File: config.mk
export PLATFORM = sky130hd
export DESIGN_NAME = uart_tx_queue_flat
export DESIGN_NICKNAME = d
export VERILOG_FILES = /design/src/rtl/uart_tx_queue_if.sv /design/src/rtl/uart_tx_queue.sv /design/src/flat_wrapper.sv
export SDC_FILE = /design/constraint.sdc
export NUM_CORES = 1
export LEC_CHECK = 0
export CORE_UTILIZATION = 59
export CTS_CLUSTER_DIAMETER = 120
export DETAILED_ROUTE_END_ITERATION = 8
export HOLD_SLACK_MARGIN = 0.12
export MAX_ROUTING_LAYER = met4
export PLACE_DENSITY = 0.78
export SETUP_SLACK_MARGIN = 0.15
export SLEW_MARGIN = 40
export SYNTH_ARGS = -nofsm -noshare
export SYNTH_HDL_FRONTEND = slang
export SYNTH_SLANG_ARGS = --single-unit
File: constraint.sdc
create_clock -name clk_i -period 3.6 [get_ports clk_i]
set_clock_uncertainty 0.1 [all_clocks]
set_input_delay 1.08 -clock clk_i [delete_from_list [all_inputs] [get_ports clk_i]]
set_output_delay 1.08 -clock clk_i [all_outputs]
set_load 0.05 [all_outputs]
File: src/rtl/uart_tx_queue_if.sv
// Producer/uart-side signal bundle for uart_tx_queue.
// drop_count exists only when UART_TX_QUEUE_DROP_COUNT_EN is defined.
interface uart_tx_queue_if #(
   parameter int unsigned DEPTH_LOG2 = 4
);
   logic                  wr_en;
   logic [7:0]            wr_data;
   logic                  full;
   logic                  empty;
   logic [DEPTH_LOG2:0]   level;
   logic                  overflow;
   logic                  clr_overflow;
   logic                  uart_transmit;
   logic [7:0]            uart_tx_byte;
   logic                  uart_busy;
   logic                  busy;
   logic                  tx_error;
`ifdef UART_TX_QUEUE_DROP_COUNT_EN
   logic [7:0]            drop_count;

   modport master (
      output wr_en, wr_data, clr_overflow, uart_busy,
      input  full, empty, level, overflow, uart_transmit, uart_tx_byte, busy, tx_error,
             drop_count
   );
   modport slave (
      input  wr_en, wr_data, clr_overflow, uart_busy,
      output full, empty, level, overflow, uart_transmit, uart_tx_byte, busy, tx_error,
             drop_count
   );
`else
   modport master (
      output wr_en, wr_data, clr_overflow, uart_busy,
      input  full, empty, level, overflow, uart_transmit, uart_tx_byte, busy, tx_error
   );
   modport slave (
      input  wr_en, wr_data, clr_overflow, uart_busy,
      output full, empty, level, overflow, uart_transmit, uart_tx_byte, busy, tx_error
   );
`endif
endinterface

File: src/rtl/uart_tx_queue.sv
// Byte FIFO plus handshake sequencer feeding a uart transmitter one byte at a time.
// Optional drop counter enabled by defining UART_TX_QUEUE_DROP_COUNT_EN.
module uart_tx_queue #(
   parameter int unsigned DEPTH_LOG2  = 4,
   parameter int unsigned GAP_CYCLES  = 0,
   parameter int unsigned ACK_TIMEOUT = 4
) (
   input logic            clk_i,
   input logic            rst_i,
   uart_tx_queue_if.slave q_if
);
   localparam int unsigned Depth = 2 ** DEPTH_LOG2;
   localparam int unsigned PtrW  = DEPTH_LOG2 + 1;
   localparam int unsigned AckW  = $clog2(ACK_TIMEOUT + 2);
   localparam int unsigned GapW  = $clog2(GAP_CYCLES + 2);

   typedef enum logic [2:0] {QIdle, QStart, QWaitAck, QWaitDone, QGap} state_e;

   logic [7:0]      mem_q [Depth];
   logic [PtrW-1:0] wr_ptr_q, wr_ptr_d;
   logic [PtrW-1:0] rd_ptr_q, rd_ptr_d;
   logic [PtrW-1:0] level;
   logic            full, empty;
   logic            push_ok, push_rej, pop;

   state_e          state_q, state_d;
   logic [AckW-1:0] ack_cnt_q, ack_cnt_d;
   logic [GapW-1:0] gap_cnt_q, gap_cnt_d;
   logic            overflow_q, overflow_d;
   logic            tx_error_q, tx_error_d;
   logic            transmit_q, transmit_d;
   logic [7:0]      tx_byte_q, tx_byte_d;

   // Extra pointer MSB lets the plain difference reach Depth when full.
   assign level    = wr_ptr_q - rd_ptr_q;
   assign empty    = (wr_ptr_q == rd_ptr_q);
   assign full     = (level == PtrW'(Depth));
   assign push_ok  = q_if.wr_en && !full;
   assign push_rej = q_if.wr_en && full;
   assign pop      = (state_q == QIdle) && !empty && !q_if.uart_busy;

   always_ff @(posedge clk_i) begin
      if (push_ok) begin
         mem_q[wr_ptr_q[PtrW-2:0]] <= q_if.wr_data;
      end
   end

   always_comb begin
      wr_ptr_d   = wr_ptr_q;
      rd_ptr_d   = rd_ptr_q;
      state_d    = state_q;
      ack_cnt_d  = ack_cnt_q;
      gap_cnt_d  = gap_cnt_q;
      overflow_d = overflow_q;
      tx_error_d = tx_error_q;
      transmit_d = 1'b0;
      tx_byte_d  = tx_byte_q;

      if (push_ok) begin
         wr_ptr_d = wr_ptr_q + PtrW'(1);
      end
      // A rejected push outranks a clear in the same cycle.
      if (push_rej) begin
         overflow_d = 1'b1;
      end else if (q_if.clr_overflow) begin
         overflow_d = 1'b0;
      end

      unique case (state_q)
         QIdle: begin
            if (pop) begin
               rd_ptr_d   = rd_ptr_q + PtrW'(1);
               tx_byte_d  = mem_q[rd_ptr_q[PtrW-2:0]];
               transmit_d = 1'b1;
               state_d    = QStart;
            end
         end
         QStart: begin
            ack_cnt_d = AckW'(ACK_TIMEOUT);
            state_d   = QWaitAck;
         end
         QWaitAck: begin
            if (q_if.uart_busy) begin
               state_d = QWaitDone;
            end else if (ack_cnt_q == '0) begin
               tx_error_d = 1'b1;
               state_d    = QIdle;
            end else begin
               ack_cnt_d = ack_cnt_q - AckW'(1);
            end
         end
         QWaitDone: begin
            if (!q_if.uart_busy) begin
               if (GAP_CYCLES > 0) begin
                  gap_cnt_d = GapW'(GAP_CYCLES - 1);
                  state_d   = QGap;
               end else begin
                  state_d = QIdle;
               end
            end
         end
         QGap: begin
            if (gap_cnt_q == '0) begin
               state_d = QIdle;
            end else begin
               gap_cnt_d = gap_cnt_q - GapW'(1);
            end
         end
         default: state_d = QIdle;
      endcase
   end

   always_ff @(posedge clk_i) begin
      if (rst_i) begin
         wr_ptr_q   <= '0;
         rd_ptr_q   <= '0;
         state_q    <= QIdle;
         ack_cnt_q  <= '0;
         gap_cnt_q  <= '0;
         overflow_q <= 1'b0;
         tx_error_q <= 1'b0;
         transmit_q <= 1'b0;
         tx_byte_q  <= 8'h00;
      end else begin
         wr_ptr_q   <= wr_ptr_d;
         rd_ptr_q   <= rd_ptr_d;
         state_q    <= state_d;
         ack_cnt_q  <= ack_cnt_d;
         gap_cnt_q  <= gap_cnt_d;
         overflow_q <= overflow_d;
         tx_error_q <= tx_error_d;
         transmit_q <= transmit_d;
         tx_byte_q  <= tx_byte_d;
      end
   end

`ifdef UART_TX_QUEUE_DROP_COUNT_EN
   logic [7:0] drop_count_q, drop_count_d;

   always_comb begin
      drop_count_d = drop_count_q;
      if (push_rej) begin
         if (q_if.clr_overflow) begin
            drop_count_d = 8'd1;
         end else if (drop_count_q != 8'hFF) begin
            drop_count_d = drop_count_q + 8'd1;
         end
      end else if (q_if.clr_overflow) begin
         drop_count_d = 8'd0;
      end
   end

   always_ff @(posedge clk_i) begin
      if (rst_i) begin
         drop_count_q <= 8'd0;
      end else begin
         drop_count_q <= drop_count_d;
      end
   end

   assign q_if.drop_count = drop_count_q;
`endif

   assign q_if.full          = full;
   assign q_if.empty         = empty;
   assign q_if.level         = level;
   assign q_if.overflow      = overflow_q;
   assign q_if.uart_transmit = transmit_q;
   assign q_if.uart_tx_byte  = tx_byte_q;
   assign q_if.busy          = !empty || (state_q != QIdle);
   assign q_if.tx_error      = tx_error_q;
endmodule

File: src/flat_wrapper.sv
// flat-port wrapper written by rule: the top's interface ports become plain ports
module uart_tx_queue_flat 
#(
   parameter int unsigned DEPTH_LOG2  = 4,
   parameter int unsigned GAP_CYCLES  = 0,
   parameter int unsigned ACK_TIMEOUT = 4
)
  (clk_i, rst_i, q_if_wr_en, q_if_wr_data, q_if_clr_overflow, q_if_uart_busy, q_if_full, q_if_empty, q_if_level, q_if_overflow, q_if_uart_transmit, q_if_uart_tx_byte, q_if_busy, q_if_tx_error);
  uart_tx_queue_if #(.DEPTH_LOG2(DEPTH_LOG2)) q_if_i ();
  input logic clk_i;
  input logic rst_i;
  input wire logic [$bits(q_if_i.wr_en)-1:0] q_if_wr_en;
  input wire logic [$bits(q_if_i.wr_data)-1:0] q_if_wr_data;
  input wire logic [$bits(q_if_i.clr_overflow)-1:0] q_if_clr_overflow;
  input wire logic [$bits(q_if_i.uart_busy)-1:0] q_if_uart_busy;
  output wire logic [$bits(q_if_i.full)-1:0] q_if_full;
  output wire logic [$bits(q_if_i.empty)-1:0] q_if_empty;
  output wire logic [$bits(q_if_i.level)-1:0] q_if_level;
  output wire logic [$bits(q_if_i.overflow)-1:0] q_if_overflow;
  output wire logic [$bits(q_if_i.uart_transmit)-1:0] q_if_uart_transmit;
  output wire logic [$bits(q_if_i.uart_tx_byte)-1:0] q_if_uart_tx_byte;
  output wire logic [$bits(q_if_i.busy)-1:0] q_if_busy;
  output wire logic [$bits(q_if_i.tx_error)-1:0] q_if_tx_error;
  assign q_if_i.wr_en = q_if_wr_en;
  assign q_if_i.wr_data = q_if_wr_data;
  assign q_if_i.clr_overflow = q_if_clr_overflow;
  assign q_if_i.uart_busy = q_if_uart_busy;
  assign q_if_full = q_if_i.full;
  assign q_if_empty = q_if_i.empty;
  assign q_if_level = q_if_i.level;
  assign q_if_overflow = q_if_i.overflow;
  assign q_if_uart_transmit = q_if_i.uart_transmit;
  assign q_if_uart_tx_byte = q_if_i.uart_tx_byte;
  assign q_if_busy = q_if_i.busy;
  assign q_if_tx_error = q_if_i.tx_error;
  uart_tx_queue #(.DEPTH_LOG2(DEPTH_LOG2), .GAP_CYCLES(GAP_CYCLES), .ACK_TIMEOUT(ACK_TIMEOUT)) u_core (.clk_i(clk_i), .rst_i(rst_i), .q_if(q_if_i));
endmodule
==> results of run 1 <==
-- critical path, cell delays in order, from the launching register on --
cell and delay (ns):
dfxtp_4 0.36, inv_4 0.04, ha_4 0.15, fa_2 0.55, clkinvlp_4 0.09, or3_4 0.41, nor3_4 0.19, buf_12 0.17
-- layer usage --
layer	wire, µm	vias up
met3	593	15
met1	5370	1647
met5	0	-
li1	-	1490
met4	164	0
met2	5670	91
-- cell families (layout without fill, tap and decap cells) --
logic type,after synthesis,in the layout,synth area share
DFF,154,154,0.691
muxes,41,41,0.151
xor gates and xnor gates,11,11,0.0188
and+or+nand+nor,77,77,0.0587
AOI/OAI and AO/OA,26,26,0.0291
adders and majority gates,12,12,0.0250
buffers and inverters,32,97,0.0256
-- through the flow --
step / hold slack [ns] / cells / area (µm²)
after floorplan: 0.344 / 353 / 6370
after global placement: 0.341 / 510 / 6800
after detailed placement: 0.348 / 511 / 6810
after CTS: 0.357 / 550 / 7470
after global routing: 0.388 / 554 / 7520
final: 0.354 / 554 / 7520
-- report_power, final --
| group | internal, mW | total [mW] | leakage [nW] | switching (mW) |
|---|---|---|---|---|
| sequential | 2.03 | 2.08 | 1.37 | 0.0487 |
| clock | 0.999 | 1.70 | 0.272 | 0.700 |
| combinational | 0.630 | 1.47 | 0.909 | 0.842 |
| total | 3.66 | 5.25 | 2.55 | 1.59 |
-- area by class of cell --
class                      instances  area (µm²)  share of cell area
clock buffer                      20         425              0.0566
tap                              136         170              0.0226
clock inverter                    12         144              0.0191
sequential                       154        4380               0.583
timing repair buffer              49         453              0.0603
inverter                          16        70.1             0.00932
multi-input combinational        167        1870               0.249
-- registers in the layout (all words and copies together), names as in the netlist --
register,cells
u_core.q_if.uart_tx_byte,8
u_core.state_q,2
u_core.mem_q,128
u_core.ack_cnt_q,3
u_core.wr_ptr_q,5
u_core.q_if.uart_transmit,1
u_core.rd_ptr_q,5
u_core.q_if.overflow,1
u_core.q_if.tx_error,1
-- repair_timing --
| item | 4_1_cts | 5_1_grt |
|---|---|---|
| hold buffers | 0 | 0 |
| setup buffers | 7 | 4 |
| pin swaps | 5 | 2 |
| gates resized for setup | 11 | 5 |
| endpoints found under the setup margin | 3 | 3 |
-- cell usage after synthesis, drive strengths merged (2+ instances only) --
| cell | instances | area share |
|---|---|---|
| edfxtp | 128 | 0.61 |
| mux4 | 40 | 0.15 |
| dfxtp | 26 | 0.082 |
| nand2 | 22 | 0.013 |
| nor2 | 21 | 0.012 |
| inv | 16 | 0.0095 |
| a21oi | 15 | 0.012 |
| and3 | 14 | 0.014 |
| ha | 11 | 0.022 |
| buf | 9 | 0.012 |
| clkbuf | 7 | 0.0042 |
| xnor2 | 6 | 0.0095 |
| xor2 | 5 | 0.0093 |
| a31oi | 4 | 0.0063 |
| nand2b | 4 | 0.0040 |
| nand4 | 4 | 0.0040 |
| nor2b | 3 | 0.0030 |
| a311oi | 2 | 0.0038 |
| nand3 | 2 | 0.0016 |
| nor3 | 2 | 0.0016 |
| o21ai | 2 | 0.0016 |
| or3 | 2 | 0.0020 |
-- how the worst max path moves through the flow --
stage	from	to	slack, ns	depth (start not counted)
4_1_cts	u_core.wr_ptr_q[0]$_SDFFE_PP0P_	q_if_full	-0.05	7
3_3_place_gp	u_core.wr_ptr_q[0]$_SDFFE_PP0P_	q_if_full	0.42	7
6_report	u_core.wr_ptr_q[0]$_SDFFE_PP0P_	q_if_full	-0.06	7
3_5_place_dp	u_core.wr_ptr_q[1]$_SDFFE_PP0P_	q_if_full	0.37	6
2_1_floorplan	u_core.wr_ptr_q[0]$_SDFFE_PP0P_	q_if_full	0.11	6
5_1_grt	u_core.wr_ptr_q[0]$_SDFFE_PP0P_	q_if_full	-0.15	7
==> flow_summary.toml, run 1 <==
[yosys]
yosys_warnings = 0
syn_area_per_cell_um2 = 17.9
yosysUniqueCellTypes = 40
synth_flop_cell = "edfxtp_1"
yosysSeqAreaShare = 0.691
post_synth_instance_area_um2 = 6310
synthesis.nets = 378
ys_ff_latch = 154
async_reset_ff_frac = 0
synthCells = 353
synth_edf_count = 128

[timing]
setup-tns-final_ns = -0.0572
setup_viol = 1
fmax_mhz = 273
hold_violations = 0
rsz0062_at_grt = "yes"
fin_crit_ns = 3.66
slew_headroom = 0.522
tightestPinTransition_ns = 0.713
slew_viol_final = 0
period_share = 1.02
worst_slack_ns = -0.0572

[cells_and_area]
num_antenna_cells = 0
area_growth_pct = 19.1
drive_gt1_frac = 0.270
layout_common_cells = "128 x edfxtp_1, 28 x mux4_2, 23 x clkdlybuf4s50_1"
layout_commonest_cell = "edfxtp_1"
fillCellCount = 614
fin_nets = 430
fin_util = 0.725

[floorplan]
core_region_area_um2 = 10400
ios = 32
dieHeight_um = 105
dieArea_um2 = 11100
rows = 37
fp.dieW_um = 105
start_util = 0.609

[clocking]
numCtsBuffers = 17
cts_tree = "yes"
clock_sinks = 154
clockBufferDepth = 2
root_buffer = "clkbuf_8"
clk_pin_slew_worst_paths_ns = 0.06
clk_latency_ns = 0.53
h-tree-depth = 4

[route]
drc_errors = 0
dr_total_vias = 3243
drt_wl_total_mm = 11.8
first_iter_violations = 237
ant_nets = 0
wl_per_cell_um = 21.3
first_pass_iters = 4
vias_per_cell = 5.85

[setup_path]
crit_path_start_kind = "flop"
r2r_start = "u_core.wr_ptr_q[0]$_SDFFE_PP0P_"
reg2reg_to = "u_core.mem_q[4][7]$_DFFE_PP_"
end_kind = "output port"
reg2regPathDepth = 11
cp.arrival_ns = 2.48
worst-r2r-setup-slack_ns = 0.38
worstPathMaxFanout = 2
required_ns = 2.42
critPathKind = "flop to output port"

[pwr]
leakage_nw = 2.55
power_density_nw_per_um2 = 699
vdd_drop_max_mv = 0.441
finalPower_mw = 5.25

[hold_path]
min_to = "u_core.q_if.uart_tx_byte[5]$_SDFFE_PP0P_"
whs_path_depth = 2
hold_path_class = "flop to flop"
min-delay-start = "u_core.q_if.uart_tx_byte[5]$_SDFFE_PP0P_"

[status]
violations = "negative setup slack"
status = "finished with violations"

[grt]
met2_usage = 0.359
gr-total-overflow = 0
grt_util_met1 = 0.327
use_met3 = 0.0668
antenna_found_initial = 0
grt_usage = 0.243
grt_pass1_wl_mm = 18.4
grt_pass1_vias = 3215
grt_max_degree = 36
top_usage_layer = "met2"

[placement]
dp_hpwl_mm = 7.27
placement.io_buffers = 31
place_congestion = 0.801
place_ws_ns = 0.374

[run]
maxCapViolCount = 0
(Power assumes the default switching activity.)
==> inputs of run 2 (changes only) <==
--- a/config.mk
+++ b/config.mk
@@ -5,6 +5,7 @@
 export SDC_FILE = /design/constraint.sdc
 export NUM_CORES = 1
 export LEC_CHECK = 0
+export CAP_MARGIN = 20
 export CORE_UTILIZATION = 59
 export CTS_CLUSTER_DIAMETER = 120
 export DETAILED_ROUTE_END_ITERATION = 8
==> constraint.sdc (replaced) <==
create_clock -name clk_i -period 3.5 [get_ports clk_i]
set_clock_uncertainty 0.1 [all_clocks]
set_input_delay 1.05 -clock clk_i [delete_from_list [all_inputs] [get_ports clk_i]]
set_output_delay 1.05 -clock clk_i [all_outputs]
set_load 0.05 [all_outputs]
==> run 2 against run 1 <==
Die area unchanged. Clock power increased by 9%. Sequential power increased by 3%. Count of clock-buffer cells in the layout decreased by 2. Worst setup slack got worse by 0.094 ns. Power increased by 6.0%. Critical path depth unchanged. The run still ends with negative setup slack left. Non-clock buffer count increased by 2. Worst hold slack got worse by 0.00069 ns. Sequential cell count unchanged. Combinational power increased by 7%.
==> flow_summary.toml, run 2 (synthesis results as in run 1) <==
[pwr]
power_density_nw_per_um2 = 733
swShare = 0.305
pwr-share-seq = 0.385
pwr-share-comb = 0.281
leakage_nw = 2.58
clockPowerShare = 0.334
internal_power_mw = 3.87
vdd_drop_max_mv = 0.573
power_switching_mw = 1.70
finalPower_mw = 5.57

[placement]
place_ws_ns = 0.259
placement.io_buffers = 31
placed_cells = 513
dp_hpwl_mm = 7.60
place_congestion = 0.772

[hold_path]
hold_path_class = "flop to flop"
whs_path_depth = 2

[timing]
slew_headroom = 0.539
slew_viol_final = 0
period_share = 1.04
fin_crit_ns = 3.65
fmax_mhz = 274
rsz0062_at_grt = "yes"
setup_viol = 1
tightestPinTransition_ns = 0.690
hold_violations = 0
worst_slack_ns = -0.151

[setup_path]
reg2regPathDepth = 10
required_ns = 2.35
worstPathMaxFanout = 2
worst-r2r-setup-slack_ns = 0.39
end_kind = "output port"
critPathKind = "flop to output port"
crit_path_start_kind = "flop"
cp.arrival_ns = 2.50

[grt]
grt_pass1_vias = 3338
grt_pass1_wl_mm = 19.7
grt_usage = 0.262
gr-total-overflow = 0
grt_max_degree = 36
antenna_found_initial = 0

[route]
first_iter_violations = 363
dr_total_vias = 3437
drt_wl_total_mm = 13.0
ant_nets = 0
vias_per_cell = 6.18
drc_errors = 0
wl_per_cell_um = 23.5
first_pass_iters = 5

[cells_and_area]
final_cells = 556
fin_nets = 432
layout_commonest_cell = "edfxtp_1"
drive_gt1_frac = 0.279
area_growth_pct = 20.4
largest_register_ffs = 128
layout_common_cells = "128 x edfxtp_1, 28 x mux4_2, 23 x clkdlybuf4s50_1"
num_antenna_cells = 0
fillCellCount = 600

[floorplan]
rows = 37
core_region_area_um2 = 10400
dieArea_um2 = 11100
start_util = 0.609
ios = 32
dieHeight_um = 105
fp.dieW_um = 105

[clocking]
holdBufCountCts = 0
h-tree-depth = 4
cts_tree = "yes"
numCtsBuffers = 17
root_buffer = "clkbuf_8"
clock_sinks = 154
clockBufferDepth = 2
clk_pin_slew_worst_paths_ns = 0.07
clk_latency_ns = 0.53

[status]
violations = "negative setup slack"
status = "finished with violations"

[run]
maxCapViolCount = 0
[run 2: final cells by class]
type                            count  area (µm²)  area share
Clock buffer                       18         418      0.0550
Clock inverter                     14         185      0.0244
Tap cell                          136         170      0.0224
Sequential cell                   154        4380       0.576
Inverter                           16        70.1     0.00922
Multi-Input combinational cell    167        1890       0.249
Timing Repair Buffer               51         488      0.0642
[run 2: final timing paths]
kind                                                               start                                        to
worst max-delay path                     u_core.wr_ptr_q[0]$_SDFFE_PP0P_                                 q_if_full
worst min-delay path            u_core.q_if.uart_tx_byte[4]$_SDFFE_PP0P_  u_core.q_if.uart_tx_byte[4]$_SDFFE_PP0P_
worst max register to register           u_core.wr_ptr_q[0]$_SDFFE_PP0P_              u_core.mem_q[2][5]$_DFFE_PP_
worst min register to register  u_core.q_if.uart_tx_byte[4]$_SDFFE_PP0P_  u_core.q_if.uart_tx_byte[4]$_SDFFE_PP0P_
[run 2: repair_timing]
item | 4_1_cts | 5_1_grt
pin swaps | 5 | 3
endpoints found under the setup margin | 3 | 3
gates resized for setup | 14 | 5
setup buffers | 9 | 2
[run 2: metal layers]
| layer | vias up | share of wire | GRT usage |
|---|---|---|---|
| met5 | - | 0 | - |
| met4 | 0 | 0.018 | 0.0825 |
| li1 | 1495 | - | - |
| met2 | 161 | 0.50 | 0.405 |
| met1 | 1758 | 0.42 | 0.353 |
| met3 | 23 | 0.064 | 0.0600 |
[run 2: worst max-delay path: stages, from the launching register on]
cell and delay, ns:
dfxtp_4 0.36, inv_4 0.04, ha_4 0.15, fa_2 0.56, clkinvlp_4 0.10, or3_4 0.41, nor3_4 0.18, buf_12 0.17
[run 2: power by group through the flow]
| stage | Combinational, mW | Sequential [mW] | Clock [mW] |
|---|---|---|---|
| after CTS | 1.54 | 2.14 | 1.87 |
| after global routing | 1.65 | 2.15 | 1.95 |
| after floorplan | 0.919 | 2.27 | 0 |
| final | 1.57 | 2.14 | 1.86 |
| after detailed placement | 1.41 | 2.18 | 0 |
| after global placement | 1.39 | 2.17 | 0 |
[run 2: through the flow]
| step | utilization | hold slack [ns] | area [µm²] | setup TNS (ns) |
|---|---|---|---|---|
| global placement | 0.658 | 0.340 | 6830 | 0 |
| finish | 0.733 | 0.353 | 7600 | -0.151 |
| global route | 0.733 | 0.383 | 7600 | -0.199 |
| CTS | 0.729 | 0.358 | 7560 | -0.146 |
| detailed placement | 0.658 | 0.349 | 6830 | 0 |
| floorplan | - | 0.344 | 6370 | 0 |
